==> src/rtl/mem_bridge_pkg.sv <==
// Shared constants for mem_bridge: bus width and FSM state encodings.
package mem_bridge_pkg;

    localparam int RegBus = 32;

    localparam logic [1:0] ST_IDLE = 2'd0;
    localparam logic [1:0] ST_BUSY = 2'd1;
    localparam logic [1:0] ST_DONE = 2'd2;

endpackage

==> src/rtl/mem_bridge_wdog.sv <==
// Bus-cycle watchdog for mem_bridge; only built when MEM_BRIDGE_TIMEOUT_EN is defined.
// Flags the last BUSY cycle of an access that has gone TIMEOUT cycles without ack.
module mem_bridge_wdog #(
    parameter int TIMEOUT = 16
) (
    input  logic clk,
    input  logic rst_n,
    input  logic busy_i,
    input  logic ack_i,
    output logic expire_o
);

    localparam int CntW = $clog2(TIMEOUT + 1);

    logic [CntW-1:0] cnt_q;
    logic [CntW-1:0] cnt_d;

    // Counts elapsed BUSY cycles; cleared as soon as the bridge leaves BUSY.
    always_comb begin
        cnt_d = '0;
        if (busy_i) begin
            cnt_d = cnt_q + CntW'(1);
        end
    end

    always_ff @(posedge clk) begin
        if (rst_n) begin
            cnt_q <= '0;
        end else begin
            cnt_q <= cnt_d;
        end
    end

    // An ack in the final cycle still wins over the abort.
    assign expire_o = busy_i && !ack_i && (cnt_q == CntW'(TIMEOUT - 1));

endmodule

==> src/rtl/mem_bridge.sv <==
// Core data-memory port to single-master bus bridge, one access in flight.
// Optional bus timeout abort enabled by defining MEM_BRIDGE_TIMEOUT_EN.
module mem_bridge
    import mem_bridge_pkg::*;
#(
    parameter int TIMEOUT = 16
) (
    input  logic              clk,
    input  logic              rst_n,
    input  logic              cpu_ce_i,
    input  logic              cpu_we_i,
    input  logic [RegBus-1:0] cpu_addr_i,
    input  logic [3:0]        cpu_sel_i,
    input  logic [RegBus-1:0] cpu_data_i,
    output logic [RegBus-1:0] cpu_data_o,
    output logic              stall_req_o,
    output logic              bus_cyc_o,
    output logic              bus_stb_o,
    output logic              bus_we_o,
    output logic [RegBus-1:0] bus_addr_o,
    output logic [3:0]        bus_sel_o,
    output logic [RegBus-1:0] bus_data_o,
    input  logic [RegBus-1:0] bus_data_i,
    input  logic              bus_ack_i,
    output logic              err_o
);

    logic [1:0]        state_q, state_d;
    logic              we_q, we_d;
    logic [RegBus-1:0] addr_q, addr_d;
    logic [3:0]        sel_q, sel_d;
    logic [RegBus-1:0] wdata_q, wdata_d;
    logic [RegBus-1:0] rdata_q, rdata_d;
    logic              busy;
    logic              expire;

    assign busy = (state_q == ST_BUSY);

`ifdef MEM_BRIDGE_TIMEOUT_EN
    logic err_q;

    mem_bridge_wdog #(
        .TIMEOUT (TIMEOUT)
    ) u_wdog (
        .clk      (clk),
        .rst_n    (rst_n),
        .busy_i   (busy),
        .ack_i    (bus_ack_i),
        .expire_o (expire)
    );

    always_ff @(posedge clk) begin
        if (rst_n) begin
            err_q <= 1'b0;
        end else begin
            err_q <= expire;
        end
    end

    assign err_o = err_q;
`else
    assign expire = 1'b0;
    assign err_o  = 1'b0;
`endif

    // Handshake: the core holds cpu_ce_i until it sees stall_req_o low; that
    // happens only in DONE, and a new request is taken only from IDLE.
    always_comb begin
        state_d = state_q;
        we_d    = we_q;
        addr_d  = addr_q;
        sel_d   = sel_q;
        wdata_d = wdata_q;
        rdata_d = rdata_q;
        case (state_q)
            ST_IDLE: begin
                if (cpu_ce_i) begin
                    we_d    = cpu_we_i;
                    addr_d  = {cpu_addr_i[RegBus-1:2], 2'b00};
                    sel_d   = cpu_sel_i;
                    wdata_d = cpu_data_i;
                    state_d = ST_BUSY;
                end
            end
            ST_BUSY: begin
                if (bus_ack_i) begin
                    if (!we_q) begin
                        rdata_d = bus_data_i;
                    end
                    state_d = ST_DONE;
                end else if (expire) begin
                    rdata_d = '0;
                    state_d = ST_DONE;
                end
            end
            ST_DONE: state_d = ST_IDLE;
            default: state_d = ST_IDLE;
        endcase
    end

    always_ff @(posedge clk) begin
        if (rst_n) begin
            state_q <= ST_IDLE;
            we_q    <= 1'b0;
            addr_q  <= '0;
            sel_q   <= '0;
            wdata_q <= '0;
            rdata_q <= '0;
        end else begin
            state_q <= state_d;
            we_q    <= we_d;
            addr_q  <= addr_d;
            sel_q   <= sel_d;
            wdata_q <= wdata_d;
            rdata_q <= rdata_d;
        end
    end

    assign stall_req_o = cpu_ce_i && (state_q != ST_DONE);
    assign bus_cyc_o   = busy;
    assign bus_stb_o   = busy;
    assign bus_we_o    = we_q;
    assign bus_addr_o  = addr_q;
    assign bus_sel_o   = sel_q;
    assign bus_data_o  = wdata_q;
    assign cpu_data_o  = rdata_q;

endmodule

==> config.mk <==
export PLATFORM = sky130hd
export DESIGN_NAME = mem_bridge
export DESIGN_NICKNAME = d
export VERILOG_FILES = /design/src/rtl/mem_bridge_pkg.sv /design/src/rtl/mem_bridge_wdog.sv /design/src/rtl/mem_bridge.sv
export SDC_FILE = /design/constraint.sdc
export NUM_CORES = 1
export LEC_CHECK = 0
export BUFFER_PORTS_ARGS = -buffer_cell sky130_fd_sc_hd__buf_2
export CAP_MARGIN = 15
export CORE_ASPECT_RATIO = 0.7
export CORE_UTILIZATION = 30
export CTS_BUF_LIST = sky130_fd_sc_hd__clkbuf_8 sky130_fd_sc_hd__clkbuf_16
export CTS_CLUSTER_DIAMETER = 40
export DETAILED_ROUTE_END_ITERATION = 6
export PLACE_DENSITY = 0.66
export SYNTH_ARGS = -nofsm -noshare
export SYNTH_HDL_FRONTEND = slang
export SYNTH_SLANG_ARGS = --single-unit
==> constraint.sdc <==
create_clock -name clk -period 1.2 [get_ports clk]
set_input_delay 0.24 -clock clk [delete_from_list [all_inputs] [get_ports clk]]
set_output_delay 0.24 -clock clk [all_outputs]
set_load 0.02 [all_outputs]
## After elaboration in Yosys (flattened, before gate mapping)

Index checks and enable logic that the tools add are counted.

- Add/sub/neg operators: 0
- $mul: 0
- Divide/modulo/power cells: 0
- Order comparisons: 0
- Equal/unequal tests: 4
- Shift operators: 0
- Muxes and demuxes: 3
- Bitwise operators: 1
- Reduce and logical (&&, ||, !) cells: 5

Operator list:

| kind | count |
|---|---|
| $mux 2 | 2 |
| $ne 2x2->1 const B | 2 |
| $pmux 2 s2 | 1 |
| $reduce_and 2->1 | 2 |
| $reduce_and 3->1 | 1 |
| $eq 2x1->1 const B | 1 |
| $logic_not 2->1 | 1 |
| $ne 2x1->1 const B | 1 |
| $logic_and 1x1->1 | 1 |
| $not 1->1 | 1 |

- Register bits: 101
- Bits in latches: 0
- Bits in writable memories: 0
- ROM bits: 0
- Input port bits: 105
- Logic and storage cells: 19
- Memories: 0

## Longest topological paths before layout

- Word-level depth: 3
- Gate-level depth with buffers: 5

## Worst setup path before layout

Ideal clock, no wire load.

- Path kind: register to register
- Start: reg we_q, in the netlist bus_we_o
- End: reg rdata_q[10], in the netlist cpu_data_o[10]
- Library setup time: 0.072 ns
- Data arrival time: 1.079 ns
- Setup slack: 0.049 ns
- Stages on the path, launching flop included: 5
- Clock period less this slack: 1.151 ns
- Cells stage by stage: dfxtp_1 -> and4bb_1 -> buf_6 -> buf_6 -> mux2i_1

- Word-level cells in the longest chain between the ends: 2

RTL lines:

| element | line | text |
|---|---|---|
| start, declared | mem_bridge.sv:29 | `logic we_q, we_d;` |
| start signal, assigned | mem_bridge.sv:111 | `we_q <= we_d;` |
| $not 1->1 (no line) | - |  |
| $reduce_and 3->1 (no line) | - |  |
| end signal, assigned | mem_bridge.sv:115 | `rdata_q <= rdata_d;` |
| end, declared | mem_bridge.sv:33 | `logic [RegBus-1:0] rdata_q, rdata_d;` |

No other way between the ends.
A chain may end at the register's enable or synchronous reset.

## Worst setup path in the final report

- Start: reg state_q[0]
- End: out bus_cyc_o

- Word-level cells in the longest chain between the ends: 1

RTL lines:

| element | line | text |
|---|---|---|
| start, declared | mem_bridge.sv:28 | `logic [1:0] state_q, state_d;` |
| start signal, assigned | mem_bridge.sv:110 | `state_q <= state_d;` |
| $eq 2x1->1 | mem_bridge.sv:37 | `assign busy = (state_q == ST_BUSY);` |
| end, declared | mem_bridge.sv:17 | `output logic bus_cyc_o,` |

No other way between the ends.

==> results by group <==
Status
  – Outcome: complete, but fails checks
  – Failing checks: negative setup slack

CTS
  – Reg clk slew, reported paths: 0.07 ns
  – Clk sinks: 101
  – Number of buffers created by CTS: 9
  – Root cell of the clock tree: clkbuf_16
  – Max Buffers Root-to-Sink: 2
  – CTS tree: done
  – Clk Latency, worst-skew pair: 0.34 ns
  – H-tree Lvls: 3

Final layout
  – Final non-filler cell total: 862
  – N_diodes: 0
  – Synth-to-Final Area Change: 44.5%
  – Nets: 767
  – Core Util, Final: 0.447
  – Layout cell share with drive strength beyond 1: 0.402
  – Fin area: 6610 µm²

Place
  – Pre-CTS setup slack: -0.112 ns
  – Cells after DPL: 830
  – Port buffer count: 204
  – Hpwl dp: 7730 µm
  – Placed cell area: 5860 µm²
  – Gpl congestion: 0.740

STA
  – Hold Slack: 0.151 ns
  – Fmax: 0.713 GHz
  – Setup ws final: -0.203 ns
  – Skew final: 0.00668 ns
  – Crit path time final: 1.40 ns
  – RSZ-0062 raised after global routing: true
  – Final Setup Violations: 102
  – Slew Viols, Final: 0
  – Setup TNS: -9.53 ns
  – Final period util: 1.17
  – Final Hold Fails: 0

Floorplan
  – Die Width: 150 µm
  – Area of the core: 14800 µm²
  – Die Y: 105 µm
  – IO Count: 210
  – Starting Density: 0.310
  – Die area: 15700 µm²
  – FP Rows: 37

Yosys
  – Sequential-to-total area share from yosys stat: 0.442
  – Main synth FF type: dfxtp_1
  – Average size of a mapped cell: 10.3 µm²
  – Yosys reg bits: 101
  – Post-synth EDFFs: 0
  – Synth area leaders: dfxtp_1, nand2b_1, mux2i_1
  – Top-count cell post-synth: nand2b_1
  – Mapped cell area: 4570 µm²
  – Commonest cells post-synth: nand2b_1, dfxtp_1, mux2i_1, clkbuf_1, buf_4
  – Async set-reset flop share out of synthesis: 0
  – Synth warn: 0
  – Cell accounting for the most synthesized area: dfxtp_1
  – Synth cell types: 17
  – Cells after Synth: 445
  – Synth top area share: 0.442

Pwr
  – P_int: 6.17 mW
  – Total power: 8.39 mW
  – Power per Cell Area: 1270 nW/µm²
  – Sequential Power Share: 0.437
  – Net switching power: 2.22 mW
  – Worst vdd ir: 0.703 mV
  – Gate power share: 0.197
  – Leakage: 3.06 nW
  – Clock share of power: 0.366
  – Sw Ratio: 0.264

Route
  – Via count: 3653
  – DRC violations left: 0
  – Post-Route WL: 11300 µm
  – Initial DRC count: 90
  – DRT Pass-1 Iters: 4
  – WL per Instance: 13.1 µm
  – Avg Vias per Cell: 4.24
  – ANT nets after route: 0

Global routing
  – Total GRT Usage: 0.140
  – Largest net degree at the start of global routing: 76
  – Grt total ovfl: 0
  – First-pass GRT wire length: 17600 µm
  – Vias in the first global route: 3679
  – Initial antenna violation count: 0

Setup path
  – Crit Path Max Fanout: 4
  – CP Launch Type: flip-flop
  – Crit path kind: flip-flop to output pin
  – Setup crit end kind: output pin
  – Critical Path AT: 1.16 ns
  – Required @ worst endpoint: 0.96 ns

Run
  – Max Cap Viol: 0

Worst hold path
  – Hold WC Path Type: input port to flip-flop
-- path summary, 6_finish.rpt --
check,from,endpoint,slack (ns),cells after the start
max,state_q[0],bus_cyc_o,-0.20,3
min,cpu_addr_i[13],bus_addr_o[13],0.15,3
min reg2reg,bus_addr_o[6],bus_addr_o[6],0.47,2
max reg2reg,state_q[1],bus_addr_o[4],-0.20,7
-- state kept, by name (all words and copies together) (netlist names) --
signal	cells
bus_data_o	32
cpu_data_o	32
bus_addr_o	30
state_q	2
bus_we_o	1
bus_sel_o	4
-- cell type report --
| type | instances | area [µm²] |
|---|---|---|
| clock buffers | 11 | 253 |
| clock inverters | 5 | 65.1 |
| fillers | 1423 | 8160 |
| inverters | 1 | 3.75 |
| multi-input cells | 307 | 2330 |
| flip-flops and latches | 101 | 2030 |
| well taps | 195 | 244 |
| repair buffers | 242 | 1680 |
-- kinds of logic (layout without fill, tap and decap cells) --
group                  Yosys count  in the layout  share of synthesized area
AND/OR/NAND/NOR                203            203                      0.282
flip-flops                     101            101                      0.442
multiplexers                    99             99                      0.217
buffers and inverters           39            259                     0.0550
AO/OA/AOI/OAI                    2              2                    0.00383
other                            1              3                   0.000820
-- critical path, stage by stage, from the launching register on --
cell     delay, ns
dfxtp_4       0.36
buf_6         0.11
and2b_2       0.21
buf_6         0.13
-- cell usage in the layout, fill, tap and decap left out --
| master | Yosys | routed |
|---|---|---|
| buf_2 | 1 | 199 |
| nand2b_1 | 198 | 198 |
| mux2i_1 | 99 | 98 |
| dfxtp_1 | 101 | 98 |
| buf_6 | 5 | 13 |
| clkbuf_16 | 0 | 12 |
| buf_12 | 2 | 11 |
| buf_8 | 0 | 8 |
| buf_4 | 9 | 5 |
| conb_1 | 1 | 3 |
| inv_6 | 0 | 3 |
| buf_16 | 0 | 3 |
| clkbuf_8 | 0 | 2 |
| dfxtp_4 | 0 | 2 |
| inv_2 | 0 | 1 |
| a21boi_2 | 0 | 1 |
| nor3b_4 | 0 | 1 |
| mux2i_2 | 0 | 1 |
| and4bb_4 | 0 | 1 |
| nor3b_1 | 1 | 1 |
| o21ba_4 | 0 | 1 |
| and2b_2 | 0 | 1 |
| and3b_1 | 1 | 1 |
| dfxtp_2 | 0 | 1 |
| clkinv_4 | 0 | 1 |
| bufinv_16 | 0 | 1 |
-- repair_timing --
item,CTS,global route
cloned,4,3
hold buffers,0,0
gates resized for setup,29,28
pin swaps,2,3
endpoints found under the setup margin,77,104
buffers inserted,8,5
-- power by group through the flow --
stage | Clock [mW] | Combinational, mW | Sequential (mW)
detailed placement | 0 | 1.43 | 3.74
global placement | 0 | 1.40 | 3.73
floorplan | 0 | 0.653 | 3.98
CTS | 3.22 | 1.61 | 3.67
global route | 3.33 | 1.78 | 3.69
finish | 3.08 | 1.65 | 3.67
-- layer usage --
metal  GRT usage  vias to the layer above  routed length, µm  part of all wire
li1            -                     1853                  -                 -
met1       0.166                     1679               5060              0.45
met2       0.238                      115               5280              0.47
met3      0.0476                        6                826             0.073
met4      0.0394                        0                 86            0.0076
met5           0                        -                  0                 0
Power figures use the tool's default switching activity.
